==> config.mk <==
export PLATFORM = sky130hd
export DESIGN_NAME = btn_event_ctrl
export DESIGN_NICKNAME = d
export VERILOG_FILES = /design/src/rtl/btn_pkg.sv /design/src/rtl/tick_prescaler.sv /design/src/rtl/btn_event_ctrl.sv
export SDC_FILE = /design/constraint.sdc
export NUM_CORES = 1
export LEC_CHECK = 0
export CELL_PAD_IN_SITES_DETAIL_PLACEMENT = 1
export CELL_PAD_IN_SITES_GLOBAL_PLACEMENT = 2
export CORE_AREA = 2 2 98 91
export CTS_BUF_LIST = sky130_fd_sc_hd__clkbuf_8
export DETAILED_ROUTE_END_ITERATION = 8
export DIE_AREA = 0 0 100 93
export PLACE_DENSITY = 0.84
export SLEW_MARGIN = 20
export SYNTH_ARGS = -nofsm -noshare
export SYNTH_HDL_FRONTEND = slang
export SYNTH_SLANG_ARGS = --single-unit
==> constraint.sdc <==
create_clock -name clk -period 3.7 [get_ports clk]
set_clock_uncertainty 0.2 [all_clocks]
set_input_delay 0.37 -clock clk [delete_from_list [all_inputs] [get_ports clk]]
set_output_delay 0.37 -clock clk [all_outputs]
set_load 0.1 [all_outputs]
==> src/rtl/btn_pkg.sv <==
// Shared definitions for the multi-button event controller:
// event kind encodings, scanner state encoding and a width helper.
package btn_pkg;

  typedef enum logic [1:0] {
    EV_NONE    = 2'b00,
    EV_PRESS   = 2'b01,
    EV_RELEASE = 2'b10,
    EV_LONG    = 2'b11
  } ev_kind_t;

  typedef enum logic {
    SC_IDLE = 1'b0,
    SC_SCAN = 1'b1
  } sc_state_t;

  // Width of a button index; a single button still gets one bit.
  function automatic int idx_width(input int n);
    return (n > 1) ? $clog2(n) : 1;
  endfunction

endpackage

==> src/rtl/tick_prescaler.sv <==
// Free-running prescaler: counts 0..DIV-1 and asserts tick for the single
// cycle in which the count sits at DIV-1, then wraps to 0.
module tick_prescaler #(
  parameter int DIV = 100000
) (
  input  logic clk,
  input  logic rst,
  output logic tick
);

  localparam int CW = (DIV > 1) ? $clog2(DIV) : 1;

  logic [CW-1:0] count;

  // Wrap the counter at DIV-1.
  always_ff @(posedge clk or negedge rst) begin
    if (!rst) begin
      count <= '0;
    end else if (count == CW'(DIV - 1)) begin
      count <= '0;
    end else begin
      count <= count + 1'b1;
    end
  end

  assign tick = (count == CW'(DIV - 1));

endmodule

==> src/rtl/btn_event_ctrl.sv <==
// Multi-button front end: synchronizes N_BTN raw inputs, scans one button per
// cycle after each shared sample tick, filters bounces, tracks filtered state
// and queues press/release (and optionally long-press) events into per-button
// pending slots that a round-robin arbiter drains onto one valid/ready port.
// Optional feature: define BTN_LONG_PRESS_EN to build the hold counters and
// long-press events; without it LONG_TICKS is ignored.
module btn_event_ctrl
  import btn_pkg::*;
#(
  parameter int N_BTN      = 4,
  parameter int TICK_DIV   = 100000,
  parameter int STABLE_CNT = 4,
  parameter int LONG_TICKS = 200,
  localparam int IW        = idx_width(N_BTN)
) (
  input  logic             clk,
  input  logic             rst,
  input  logic [N_BTN-1:0] btn_in,
  output logic [N_BTN-1:0] btn_state,
  output logic             event_valid,
  input  logic             event_ready,
  output logic [IW-1:0]    event_btn,
  output logic [1:0]       event_kind,
  output logic             overflow
);

  logic [N_BTN-1:0] sync1, sync2, snap;
  logic             tick;
  sc_state_t        state, state_nxt;
  logic             scan_en, snap_load, scan_last;
  logic [IW-1:0]    idx;
  logic [3:0]       cnt [N_BTN];
  logic [N_BTN-1:0] pend;
  ev_kind_t         pend_kind [N_BTN];
  logic [IW-1:0]    rr_ptr;

  logic             cur_snap, cur_state, flip, raise;
  ev_kind_t         raise_kind;
  logic [3:0]       cnt_inc;
  logic             arb_free, found, gnt;
  logic [IW-1:0]    gnt_idx;

`ifdef BTN_LONG_PRESS_EN
  localparam int HW = $clog2(LONG_TICKS + 1);
  logic [HW-1:0] hold [N_BTN];
  logic [HW-1:0] hold_inc;
  logic          long_hit;
`endif

  tick_prescaler #(.DIV(TICK_DIV)) u_prescaler (
    .clk  (clk),
    .rst  (rst),
    .tick (tick)
  );

  // Two-flop synchronizer on every raw button level.
  // NOTE: non-blocking assignments let sync2 take the old sync1, forming a real two-stage chain.
  always_ff @(posedge clk or negedge rst) begin
    if (!rst) begin
      sync1 <= '0;
      sync2 <= '0;
    end else begin
      sync1 <= btn_in;
      sync2 <= sync1;
    end
  end

  // Scanner state register.
  always_ff @(posedge clk or negedge rst) begin
    if (!rst) state <= SC_IDLE;
    else      state <= state_nxt;
  end

  assign scan_last = (idx == IW'(N_BTN - 1));

  // Scanner next state: start on tick, stop after the last button.
  always_comb begin
    state_nxt = state;
    case (state)
      SC_IDLE: if (tick)      state_nxt = SC_SCAN;
      SC_SCAN: if (scan_last) state_nxt = SC_IDLE;
      default:                state_nxt = SC_IDLE;
    endcase
  end

  // Scanner outputs.
  always_comb begin
    scan_en   = (state == SC_SCAN);
    snap_load = (state == SC_IDLE) && tick;
  end

  // Freeze the synchronized inputs for the whole scan and walk the index.
  always_ff @(posedge clk or negedge rst) begin
    if (!rst) begin
      idx  <= '0;
      snap <= '0;
    end else if (snap_load) begin
      idx  <= '0;
      snap <= sync2;
    end else if (scan_en) begin
      idx <= scan_last ? '0 : idx + 1'b1;
    end
  end

  // Decide what happens to the button under the scan index this cycle.
  // NOTE: every output of this block is given a default first so no latch is inferred.
  always_comb begin
    cur_snap   = snap[idx];
    cur_state  = btn_state[idx];
    cnt_inc    = cnt[idx] + 4'd1;
    flip       = scan_en && (cur_snap != cur_state) && (cnt_inc == 4'(STABLE_CNT));
    raise      = flip;
    raise_kind = cur_state ? EV_RELEASE : EV_PRESS;
`ifdef BTN_LONG_PRESS_EN
    hold_inc   = hold[idx] + 1'b1;
    long_hit   = scan_en && cur_state && !flip &&
                 (hold[idx] != HW'(LONG_TICKS)) && (hold_inc == HW'(LONG_TICKS));
    if (long_hit) begin
      raise      = 1'b1;
      raise_kind = EV_LONG;
    end
`endif
  end

  // Stability counters and filtered state.
  always_ff @(posedge clk or negedge rst) begin
    if (!rst) begin
      btn_state <= '0;
      // NOTE: the counter array is reset element by element so a reset mid-bounce starts clean.
      for (int i = 0; i < N_BTN; i++) cnt[i] <= '0;
    end else if (scan_en) begin
      if (cur_snap == cur_state) begin
        cnt[idx] <= '0;
      end else if (flip) begin
        cnt[idx]       <= '0;
        btn_state[idx] <= ~cur_state;
      end else begin
        cnt[idx] <= cnt_inc;
      end
    end
  end

`ifdef BTN_LONG_PRESS_EN
  // Pressed-sample counters, saturating at LONG_TICKS so only one long event fires.
  always_ff @(posedge clk or negedge rst) begin
    if (!rst) begin
      for (int i = 0; i < N_BTN; i++) hold[i] <= '0;
    end else if (scan_en) begin
      if (flip) begin
        hold[idx] <= '0;
      end else if (cur_state && (hold[idx] != HW'(LONG_TICKS))) begin
        hold[idx] <= hold_inc;
      end
    end
  end
`endif

  // Round-robin search for the first pending slot after the last grant.
  always_comb begin
    int j;
    j        = 0;
    arb_free = !event_valid || event_ready;
    found    = 1'b0;
    gnt_idx  = '0;
    for (int k = 1; k <= N_BTN; k++) begin
      j = int'(rr_ptr) + k;
      if (j >= N_BTN) j = j - N_BTN;
      if (!found && pend[IW'(j)]) begin
        found   = 1'b1;
        gnt_idx = IW'(j);
      end
    end
    gnt = found && arb_free;
  end

  // Pending slots; a new event written while the grant takes the old one stays pending.
  always_ff @(posedge clk or negedge rst) begin
    if (!rst) begin
      pend     <= '0;
      overflow <= 1'b0;
      for (int i = 0; i < N_BTN; i++) pend_kind[i] <= EV_NONE;
    end else begin
      if (gnt) pend[gnt_idx] <= 1'b0;
      if (raise) begin
        pend[idx]      <= 1'b1;
        pend_kind[idx] <= raise_kind;
        if (pend[idx] && !(gnt && (gnt_idx == idx))) overflow <= 1'b1;
      end
    end
  end

  // Output event register and round-robin pointer.
  always_ff @(posedge clk or negedge rst) begin
    if (!rst) begin
      event_valid <= 1'b0;
      event_btn   <= '0;
      event_kind  <= EV_NONE;
      rr_ptr      <= '0;
    end else if (arb_free) begin
      event_valid <= gnt;
      if (gnt) begin
        event_btn  <= gnt_idx;
        event_kind <= pend_kind[gnt_idx];
        rr_ptr     <= gnt_idx;
      end
    end
  end

endmodule

# After elaboration in Yosys (flattened, before gate mapping)

Index checks and enable logic that the tools add are counted.

Input port bits: 7
Output and inout bits: 10
Bits in latches: 0
Logic and storage cells: 143
RAM bits: 0
Memories kept: 0
Register bits after elaboration: 70
ROM bits: 0

Divide/modulo/power cells: 0
Reduce and logical (&&, ||, !) cells: 22
Shifts and indexed selects: 0
Multipliers: 0
Magnitude comparators: 15
Add/sub/neg operators: 11
Eq/ne operators: 6
Mux-type cells: 59
Bitwise gates (word level): 10

Operators by type and width:

| operator                | number |
|---|---|
| $mux W16                | 2 |
| $mux W2                 | 15 |
| $mux W4                 | 5 |
| $mux W1                 | 19 |
| $add A17 B1 Y17 const B | 1 |
| $eq A17 B17 Y1 const B  | 1 |
| $mux W17                | 1 |
| $and A16 B16 Y16        | 1 |
| $bwmux W16              | 1 |
| $lt A2 B4 Y1 const B    | 4 |
| $not A16 Y16            | 1 |
| $ge A3 B3 Y1 const B    | 5 |
| $bmux W1 S2             | 7 |
| $logic_and A1 B1 Y1     | 12 |
| $bmux W4 S2             | 1 |
| $bwmux W8               | 1 |
| $demux W4 S2            | 1 |
| $sub A2 B1 Y2 const B   | 4 |
| $add A2 B2 Y3 const B   | 2 |
| $lt A2 B3 Y1 const B    | 2 |
| $not A2 Y3              | 2 |
| $logic_not A1 Y1        | 5 |
| $add A2 B3 Y4 const B   | 1 |
| $add A4 B1 Y4 const B   | 1 |
| other kinds (23)        | 28 |

# Logic depth before layout (Yosys ltp)

Word-level depth: 25
Depth in mapped cells: 8
Mapped depth without buffers: 7

# Cells and area by module

Synthesis repeated with hierarchy kept, for this count alone.

Cell total of the unflattened synthesis: 269
Area, all modules: 3362.0 um^2

By module, submodules not included:

| module         | area an instance (um^2) | cells an instance | sequential area each (um^2) | times used |
|---|---|---|---|---|
| btn_event_ctrl | 2568.7                  | 195               | 1326.3                      | 1 |
| tick_prescaler | 793.3                   | 74                | 425.4                       | 1 |

# Least setup slack after synthesis

Ideal clock, no wire load.

Kind: reg-to-reg
From: register btn_state[3]
To: register pend_kind[5] (netlist bit)
Period minus slack after synthesis: 3045 ps
Setup time: 125 ps
Path slack: 655 ps
Path buffers: 1
Cell stages (with the launch flop): 8
Arrival time: 2720 ps
Data required time: 3375 ps
Cell sequence: dfrtp_1 > mux4_2 > buf_6 > xor2_2 > nand3_2 > nor4_4 > o21a_4 > mux2_4

Word-level cells in the longest chain between the ends: 5
Elaborated cells between the ends (all ways): 7
Those cells by class: 1 x eq/ne; 4 x mux; 2 x reduce/logical

RTL lines:

| element                           | RTL line              | RTL |
|---|---|---|
| start: declaration                | btn_event_ctrl.sv:19  | `output logic [N_BTN-1:0] btn_state,` |
| start signal: indexed assignment  | btn_event_ctrl.sv:136 | `btn_state[idx] <= ~cur_state;` |
| $bmux W1 S2 *                     | btn_event_ctrl.sv:109 | `cur_state = btn_state[idx];` |
| $mux W1 (not written as such) *   | btn_event_ctrl.sv:109 |  |
| $ne A1 B1 Y1                      | btn_event_ctrl.sv:111 | `flip = scan_en && (cur_snap != cur_state) && (cnt_inc == 4'(STABLE_CNT));` |
| $logic_and A1 B1 Y1 (2 in series) | btn_event_ctrl.sv:111 |  |
| end signal: indexed assignment    | btn_event_ctrl.sv:186 | `pend_kind[idx] <= raise_kind;` |
| end: declaration                  | btn_event_ctrl.sv:34  | `ev_kind_t pend_kind [N_BTN];` |

Mark *: on every way between the ends. The rest lies on a longest branch, timed or not. The select of a mux whose other input is x is not followed.
A chain may end at the register's enable or synchronous reset.

# Worst setup path after layout

From: register idx[0]
To: register pend_kind[5] (netlist bit)

Word-level cells in the longest chain between the ends: 7
Elaborated cells between the ends (all ways): 20
Those cells by class: 1 x add/sub; 2 x order compare; 2 x eq/ne; 11 x mux; 1 x bitwise; 3 x reduce/logical

RTL lines:

| element                                     | RTL line                                     | RTL |
|---|---|---|
| start: declaration                          | btn_event_ctrl.sv:31                         | `logic [IW-1:0] idx;` |
| start signal: assignment                    | btn_event_ctrl.sv:101                        | `idx <= scan_last ? '0 : idx + 1'b1;` |
| $not A2 Y3 (not written as such)            | btn_event_ctrl.sv:110, btn_event_ctrl.sv:186 |  |
| $bmux W4 S2                                 | btn_event_ctrl.sv:110                        | `cnt_inc = cnt[idx] + 4'd1;` |
| $mux W4 (not written as such) (2 in series) | btn_event_ctrl.sv:110                        |  |
| $add A4 B1 Y4                               | btn_event_ctrl.sv:110                        |  |
| $eq A4 B3 Y1                                | btn_event_ctrl.sv:111                        |  |
| $logic_and A1 B1 Y1                         | btn_event_ctrl.sv:111                        |  |

Several ways; a longest one is shown, not always the timed one. The select of a mux whose other input is x is not followed.

==> results by group <==
Detailed routing
  – WL/cell: 16.2 um
  – First-pass iteration count of the detailed router: 4
  – Drt total wl: 6.78 mm
  – DRC viols: 0
  – Vias after detailed routing: 2191
  – Final ANT Viol Nets: 0
  – Vias/cell: 5.24
  – DR iter-0 viols: 69

CTS
  – Sink Count: 70
  – Num CTS Buffers: 9
  – CTS tree: done
  – Worst-path clk slew: 80 ps
  – CTS H-tree depth: 3
  – Root Driver: clkbuf_8
  – Worst-Skew Late Latency: 350 ps
  – Clock Path Buffers: 2

Place
  – DP HPWL: 4.91 mm
  – DP Worst Slack: 535 ps
  – Buffers on Ports: 16
  – GP Congestion: 0.842

Logic synthesis
  – Asr flop ratio synth: 100%
  – Synth Flop Type: dfrtp_1
  – Unique masters post-synth: 45
  – Post-Syn Nets: 300
  – Post-Syn Instances: 286
  – Post-synthesis sequential area ratio: 53.2%
  – EDFF count, synth: 0
  – Syn avg cell area: 11.5 um^2
  – Post-synthesis register bit count: 70
  – Synthesis Warnings: 0
  – Cell Area, Synth: 3290 um^2

Power and ir drop
  – Logic gate share of total power: 13.0%
  – Part of the power in registers: 46.8%
  – Leak Pwr: 1.66 nW
  – Switching part of the total: 28.2%
  – Clock Power Share: 40.2%
  – P_int: 1.24 mW
  – P_sw: 0.487 mW
  – Pwr Density: 456 nW/um^2
  – IR drop worst, VDD: 254 uV

Setup path
  – Crit. End Element: register
  – Crit path required time: 3730 ps
  – Crit-path max cell delay: 710 ps
  – CP startpoint kind: register
  – Crit-path leading delay family: multiplexers
  – Critical path data arrival time: 3210 ps
  – CP max stage cell: dfrtp_1
  – CP Max Fanout: 11
  – WS Path Type: register to register
  – Critical path buffers and inverters: 0
  – CP Cell Sequence: mux4_2 > xor2_2 > nand3_2 > nor4_4 > o21a_4 > mux2_4

Final layout
  – Area occupied by multi-input gates: 1460 um^2
  – Layout cell share with drive strength beyond 1: 12.7%
  – Synth-to-layout area growth: 15.1%
  – Nets: 325
  – ANT cells: 0
  – Most common cell after layout, fill and taps aside: dfrtp_1
  – Sequential cell area: 1750 um^2
  – Most frequent cells in the layout: 70 x dfrtp_1, 38 x nand2_1, 17 x nor2_1, 16 x o21ai_0, 15 x clkdlybuf4s50_1
  – Filler Cell Count: 903

Global routing
  – Global-route wire length before repair: 11.5 mm
  – Initial antenna violation count: 0
  – GRT Util Overall: 16.2%
  – Vias in the first global route: 2260
  – Overflow left after global routing: 0
  – Largest net degree at the start of global routing: 37

Floorplan
  – Core Area: 8330 um^2
  – Chip Height: 93 um
  – Initial Util: 39.5%
  – Row Count: 32
  – Die width: 100 um
  – I/O pin cnt: 17
  – Full die area: 9300 um^2

STA
  – RSZ-0062 raised after global routing: false
  – Ratio of final minimum period to clock period: 85.9%
  – Slew headroom: 35.1%
  – Final WS setup: 523 ps
  – Final Hold Fails: 0
  – Minimum clock period: 3180 ps
  – Final setup fails: 0
  – Fmax: 315 MHz
  – Least-Margin Pin Slew: 971 ps
  – Fin. max-slew vios: 0
  – Post-Route Setup TNS: 0 ps

Job
  – Maxcap violations: 0

Outcome
  – Status: completed

Min path
  – Worst hold path type: register to register
-- path summary, 6_finish.rpt --
check / end / slack, ps / depth (start not counted) / startpoint
min in group asynchronous: u_prescaler.count[14] / 240 / 2 / rst
min reg2reg: sync2[3] / 150 / 0 / sync1[3]
max reg2reg: pend_kind[5] / 520 / 6 / idx[0]
max in group asynchronous: u_prescaler.count[1] / 2300 / 3 / rst
min: sync2[3] / 150 / 0 / sync1[3]
max: pend_kind[5] / 520 / 6 / idx[0]
-- synth_stat cells, types with 3 or more instances --
library cell | n | area share (%)
nor2_1 | 17 | 1.9
inv_1 | 11 | 1.3
o211ai_1 | 3 | 0.68
a21oi_1 | 7 | 1.1
dfrtp_1 | 70 | 53
nand3_1 | 8 | 1.2
nand2_1 | 38 | 4.3
o21a_1 | 9 | 2.1
xnor2_1 | 10 | 2.7
a31oi_1 | 3 | 0.57
and4_1 | 3 | 0.80
mux4_2 | 4 | 2.7
mux2i_1 | 7 | 2.1
a21o_1 | 3 | 0.68
ha_1 | 7 | 2.7
nand2b_1 | 7 | 1.3
o21ai_0 | 16 | 2.4
xor2_1 | 8 | 2.1
mux2_2 | 10 | 3.4
o31ai_1 | 10 | 2.3
mux4_1 | 3 | 2.4
-- per-layer routing --
metal | vias up | global-route usage, % | share of wire, %
met5 | - | 0 | 0
met4 | 0 | 6.05 | 1.2
met3 | 6 | 4.48 | 2.7
met2 | 25 | 24.0 | 46
met1 | 1096 | 22.6 | 50
li1 | 1064 | - | -
-- sequential cells by signal, summed over array words and instances, names as in the netlist --
register and count:
snap 4, sync1 4, scan_en 1, sync2 4
pend 4, u_prescaler.count 17, btn_state 4, overflow 1
cnt 16, pend_kind 8, rr_ptr 2, idx 2
event_kind 2, event_valid 1
-- logic make-up (layout without fill, tap and decap cells) --
logic type	count (synthesis)	after routing	synth area share [%]
AO/OA/AOI/OAI	56	56	11.1
XOR/XNOR	19	19	5.28
adder cells (fa/ha/maj)	7	7	2.66
buffers and inverters	17	47	2.47
flip-flops	70	70	53.2
multiplexers	25	25	11.1
AND/OR/NAND/NOR	92	92	14.1
-- through the flow --
step	instances	power (mW)	utilization, %	instance area (um^2)	hold slack [ps]
finish	418	1.73	45.5	3790	153
global route	418	1.80	45.5	3790	163
CTS	418	1.75	45.5	3790	154
detailed placement	401	1.05	42.7	3560	84.1
global placement	401	1.05	42.7	3560	78.3
floorplan	286	0.982	-	3290	-126
-- what timing repair did --
item,4_1_cts,5_1_grt
setup buffers,0,0
hold endpoints to repair,11,0
hold buffers,1,0
resized for setup,0,0
-- power groups by stage --
stage	sequential (mW)	combinational, mW	clock (mW)
3_3_place_gp	0.822	0.225	0
4_1_cts	0.809	0.228	0.716
2_1_floorplan	0.927	0.0549	0
3_5_place_dp	0.825	0.227	0
5_1_grt	0.813	0.243	0.743
6_report	0.808	0.225	0.694
-- final cells by class --
class,count,share of cell area [%]
clock buffers,10,3.63
clock inverters,6,2.24
inverters,11,1.09
multi-input cells,199,38.5
flip-flops and latches,70,46.2
well taps,102,3.37
repair buffers,20,4.95
Power figures use the tool's default switching activity.
==> RTL change 1 (same settings) <==
Put one more register stage on the output `overflow`. The value now appears one clock later. The other outputs are not delayed to match.
--- a/src/rtl/btn_event_ctrl.sv
+++ b/src/rtl/btn_event_ctrl.sv
@@ -24,6 +24,8 @@
   output logic             overflow
 );
 
+  logic overflow_s0;
+
   logic [N_BTN-1:0] sync1, sync2, snap;
   logic             tick;
   sc_state_t        state, state_nxt;
@@ -177,14 +179,14 @@
   always_ff @(posedge clk or negedge rst) begin
     if (!rst) begin
       pend     <= '0;
-      overflow <= 1'b0;
+      overflow_s0 <= 1'b0;
       for (int i = 0; i < N_BTN; i++) pend_kind[i] <= EV_NONE;
     end else begin
       if (gnt) pend[gnt_idx] <= 1'b0;
       if (raise) begin
         pend[idx]      <= 1'b1;
         pend_kind[idx] <= raise_kind;
-        if (pend[idx] && !(gnt && (gnt_idx == idx))) overflow <= 1'b1;
+        if (pend[idx] && !(gnt && (gnt_idx == idx))) overflow_s0 <= 1'b1;
       end
     end
   end
@@ -206,5 +208,9 @@
     end
   end
 
+  always_ff @(posedge clk) begin
+    overflow <= overflow_s0;
+  end
+
 endmodule
 
Formal check against the unedited RTL: no difference found for any inputs over 10 cycles, from zero or initial values and one cycle with rst low; that may be too few to reach the edited logic, so the function may still have changed.
==> RTL change 1 against the original RTL <==
The run now ends with hold timing left; sequential cell count increased by 1; area after synthesis increased by 1.3%; fmax shrank 1.5%; setup slack worse by 49 ps; power decreased by 3.6%; global-route usage rose by 0.34 points; non-clock buffer count fell by 2; design area about the same; wire length shrank 0.81%; critical path type unchanged; largest power group unchanged.
==> RTL change 1: results (changes against the original RTL) <==
=====================================================================================
Run status                                                               finished with violations
Violations in the final reports                                           hold timing
Synth area leaders                                                       sky130_fd_sc_hd__dfrtp_1 53%, sky130_fd_sc_hd__nand2_1 4.3%, sky130_fd_sc_hd__mux2_2 3.4%
Tightest Hold Check Type                                                 input port to asynchronous set/reset pin
Leakage power                                                                 1.66 nW   about the same
Total power of the final layout                                               1.67 mW   -3.6%
Commonest cells post-synth                                               70 x sky130_fd_sc_hd__dfrtp_1, 38 x sky130_fd_sc_hd__nand2_1, 16 x sky130_fd_sc_hd__nor2_1
Number of hold violations in the final report                                       3   +3
Fraction of layout instances using a drive strength above 1                     0.137   +0.00993
Peak supply drop                                                           0.000207 V   -18%
Portion of synthesized cell area occupied by the leading cell type              0.525   -0.00678
Final Net Count                                                                   324   -0.31%
Yosys cell types                                                                   47   +4.4%
Sequential element share of the synthesized area                                0.531   -0.000782
Clock-net power                                                              0.620 mW   -11%
Synthesized area per cell                                                  11.6 sq um   +0.94%
Total length of routed wires                                                  6.72 mm   -0.81%
Worst hold margin                                                            -5.94 ps   -159 ps
Signal arrival time at the worst endpoint                                     3260 ps   +50 ps
Drt wl/cell                                                              16.1 microns   -0.57%
Wire length of the first global-routing pass                                  11.7 mm   +1.6%
Switching power summed over all nets                                         0.500 mW   +2.8%
Post-synth ARST share                                                           0.986   -0.0141
DR vias/cell                                                                     5.27   +0.47%
Share of synthesized area spent on multiplexers                                 0.122   +0.0102
RD Place Congestion                                                             0.822   -2.4%
Count of routing violations after the opening detailed-route iteration             93   +35%
Post-Synth Adder-Cell Area                                                     0.0263   -0.000339
Pin count of the biggest net entering global routing                               71   +92%
Via count of the first global-routing pass                                      2,297   +1.6%
Synth Area in XOR/XNOR                                                         0.0495   -0.00330
Buffer count from post-CTS setup fixing                                             0   unchanged
Slew @ Worst Pin                                                               972 ps   +0.519 ps
Max FO, Critical Path                                                              12   +1
=====================================================================================
==> RTL change 1: metrics by stage <==
step           utilization  worst slack, ps
2_1_floorplan            -              664
6_report             0.455              474
3_3_place_gp         0.431              585
5_1_grt              0.455              344
3_5_place_dp         0.431              465
4_1_cts              0.455              451
==> RTL change 1: worst paths after layout <==
| check | start | endpoint | slack (ps) |
|---|---|---|---|
| setup / recovery | idx[0] | pend_kind[5] | 470 |
| hold / removal | rst | event_valid | -6 |
| setup reg to reg | idx[0] | pend_kind[5] | 470 |
| hold reg to reg | sync1[0] | sync2[0] | 150 |
| max in group asynchronous | rst | cnt[10] | 2690 |
| min in group clk | sync1[0] | sync2[0] | 150 |
==> RTL change 1: final cells by class <==
class | count | area [sq um]
multi-input combinational | 198 | 1480
clock buffer | 9 | 124
timing repair buffer | 18 | 170
inverter | 12 | 45.0
sequential | 71 | 1770
clock inverter | 7 | 72.6
tap | 102 | 128
fill | 907 | 4540
==> RTL change 1: routing by layer <==
layer / up-vias / wire [microns] / track usage / part of all wire
met4: 0 / 154 / 0.0822 / 0.023
met2: 21 / 3170 / 0.256 / 0.47
met5: - / 0 / 0 / 0
li1: 1062 / - / - / -
met1: 1104 / 3260 / 0.222 / 0.48
met3: 9 / 140 / 0.0321 / 0.021
==> RTL change 1: worst max-delay path, stage by stage, from the launching register on <==
cell and delay, ps:
sky130_fd_sc_hd__dfrtp_1 710, sky130_fd_sc_hd__mux4_2 720, sky130_fd_sc_hd__xor2_2 280, sky130_fd_sc_hd__nand3_2 140, sky130_fd_sc_hd__nor3_2 510, sky130_fd_sc_hd__o21a_4 250
sky130_fd_sc_hd__mux2_4 300
==> RTL change 2 (same settings) <==
Made on the original files. The parameter `TICK_DIV` goes from 100000 to 50000.
--- a/src/rtl/btn_event_ctrl.sv
+++ b/src/rtl/btn_event_ctrl.sv
@@ -8,7 +8,7 @@
   import btn_pkg::*;
 #(
   parameter int N_BTN      = 4,
-  parameter int TICK_DIV   = 100000,
+  parameter int TICK_DIV   = 50000,
   parameter int STABLE_CNT = 4,
   parameter int LONG_TICKS = 200,
   localparam int IW        = idx_width(N_BTN)
Formal check against the unedited RTL: no difference found for any inputs over 10 cycles, from zero or initial values and one cycle with rst low; that may be too few to reach the edited logic, so the function may still have changed.
==> RTL change 2 against the original RTL <==
Sequential share of layout area shrank 2.8 points; power grew 3.6%; sequential cell count shrank 1; setup slack gained 190 ps; design area grew 4.8%; sequential power grew 2%; synthesized cell count grew 10%; area after synthesis grew 5.9%; hold slack lost 11 ps; wire length grew 17%.
==> RTL change 2: results (changes against the original RTL) <==
=====================================================================================
Final-layout fill cell count                                                      923   +2.2%
Peak supply drop                                                           0.000214 V   -16%
Run status                                                               complete, no violations
Pin count of the biggest net entering global routing                               38   +2.7%
RD Place Congestion                                                             0.789   -6.4%
Sequential element share of the synthesized area                                0.495   -0.0368
Post-synthesis compound-gate area fraction                                      0.144   +0.0326
Kind of cell adding the most delay to the critical path                  simple AND/OR/NAND/NOR gates
Post-detailed-placement half-perimeter wirelength                             5.86 mm   +19%
Count of routing violations after the opening detailed-route iteration            108   +57%
Synth Area in XOR/XNOR                                                         0.0420   -0.0108
Leakage power                                                                 1.67 nW   +0.67%
Yosys cell types                                                                   60   +33%
Commonest cells post-synth                                               69 x sky130_fd_sc_hd__dfrtp_1, 37 x sky130_fd_sc_hd__nand2_1, 16 x sky130_fd_sc_hd__inv_1
Slowest stage cell, crit path                                            sky130_fd_sc_hd__mux4_2
Final Net Count                                                                   354   +8.9%
Synthesized net count                                                             329   +9.7%
Signal arrival time at the worst endpoint                                     3060 ps   -150 ps
Sequential power                                                             0.825 mW   +2%
Int Pwr                                                                       1.23 mW   -1.2%
Max FO, Critical Path                                                              10   -1
Share of synthesized area spent on multiplexers                                 0.101   -0.0105
Total length of routed wires                                                  7.90 mm   +17%
Max incr delay on CP                                                           620 ps   -90 ps
Placed cell areas                                                          3760 sq um   +5.8%
Slew @ Worst Pin                                                               970 ps   -1.37 ps
=====================================================================================
## RTL change 2: stage by stage
| stage | utilization | instances | power (mW) | setup slack (ps) |
|---|---|---|---|---|
| 2_1_floorplan | - | 315 | 1.07 | 1020 |
| 3_3_place_gp | 0.452 | 430 | 1.18 | 835 |
| 3_5_place_dp | 0.452 | 430 | 1.18 | 740 |
| 4_1_cts | 0.477 | 446 | 1.81 | 717 |
| 5_1_grt | 0.477 | 446 | 1.88 | 463 |
| 6_report | 0.477 | 446 | 1.79 | 712 |
## RTL change 2: worst paths after layout
path / slack, ps / startpoint / endpoint
max: 710 / idx[0] / pend_kind[5]
min: 140 / sync1[3] / sync2[3]
max reg2reg: 710 / idx[0] / pend_kind[5]
min reg2reg: 140 / sync1[3] / sync2[3]
max in group asynchronous: 2270 / rst / cnt[11]
min in group asynchronous: 250 / rst / pend_kind[6]
## RTL change 2: what timing repair did
item,in CTS,in global routing
hold endpoints to repair,11,0
setup endpoints to repair,0,0
hold buffers,1,0
## RTL change 2: per-layer routing
layer | part of all wire | vias to the layer above | track usage
met5 | 0 | - | 0
li1 | - | 1206 | -
met3 | 0.021 | 14 | 0.0351
met4 | 0.018 | 0 | 0.0753
met1 | 0.47 | 1296 | 0.255
met2 | 0.49 | 33 | 0.305
## RTL change 2: layout make-up
| type | count | area (sq um) | area share |
|---|---|---|---|
| Multi-Input combinational cell | 222 | 1660 | 0.417 |
| Inverter | 16 | 60.1 | 0.0151 |
| Sequential cell | 69 | 1730 | 0.435 |
| Tap cell | 102 | 128 | 0.0321 |
| Clock buffer | 11 | 151 | 0.0381 |
| Timing Repair Buffer | 22 | 203 | 0.0510 |
| Clock inverter | 4 | 48.8 | 0.0123 |
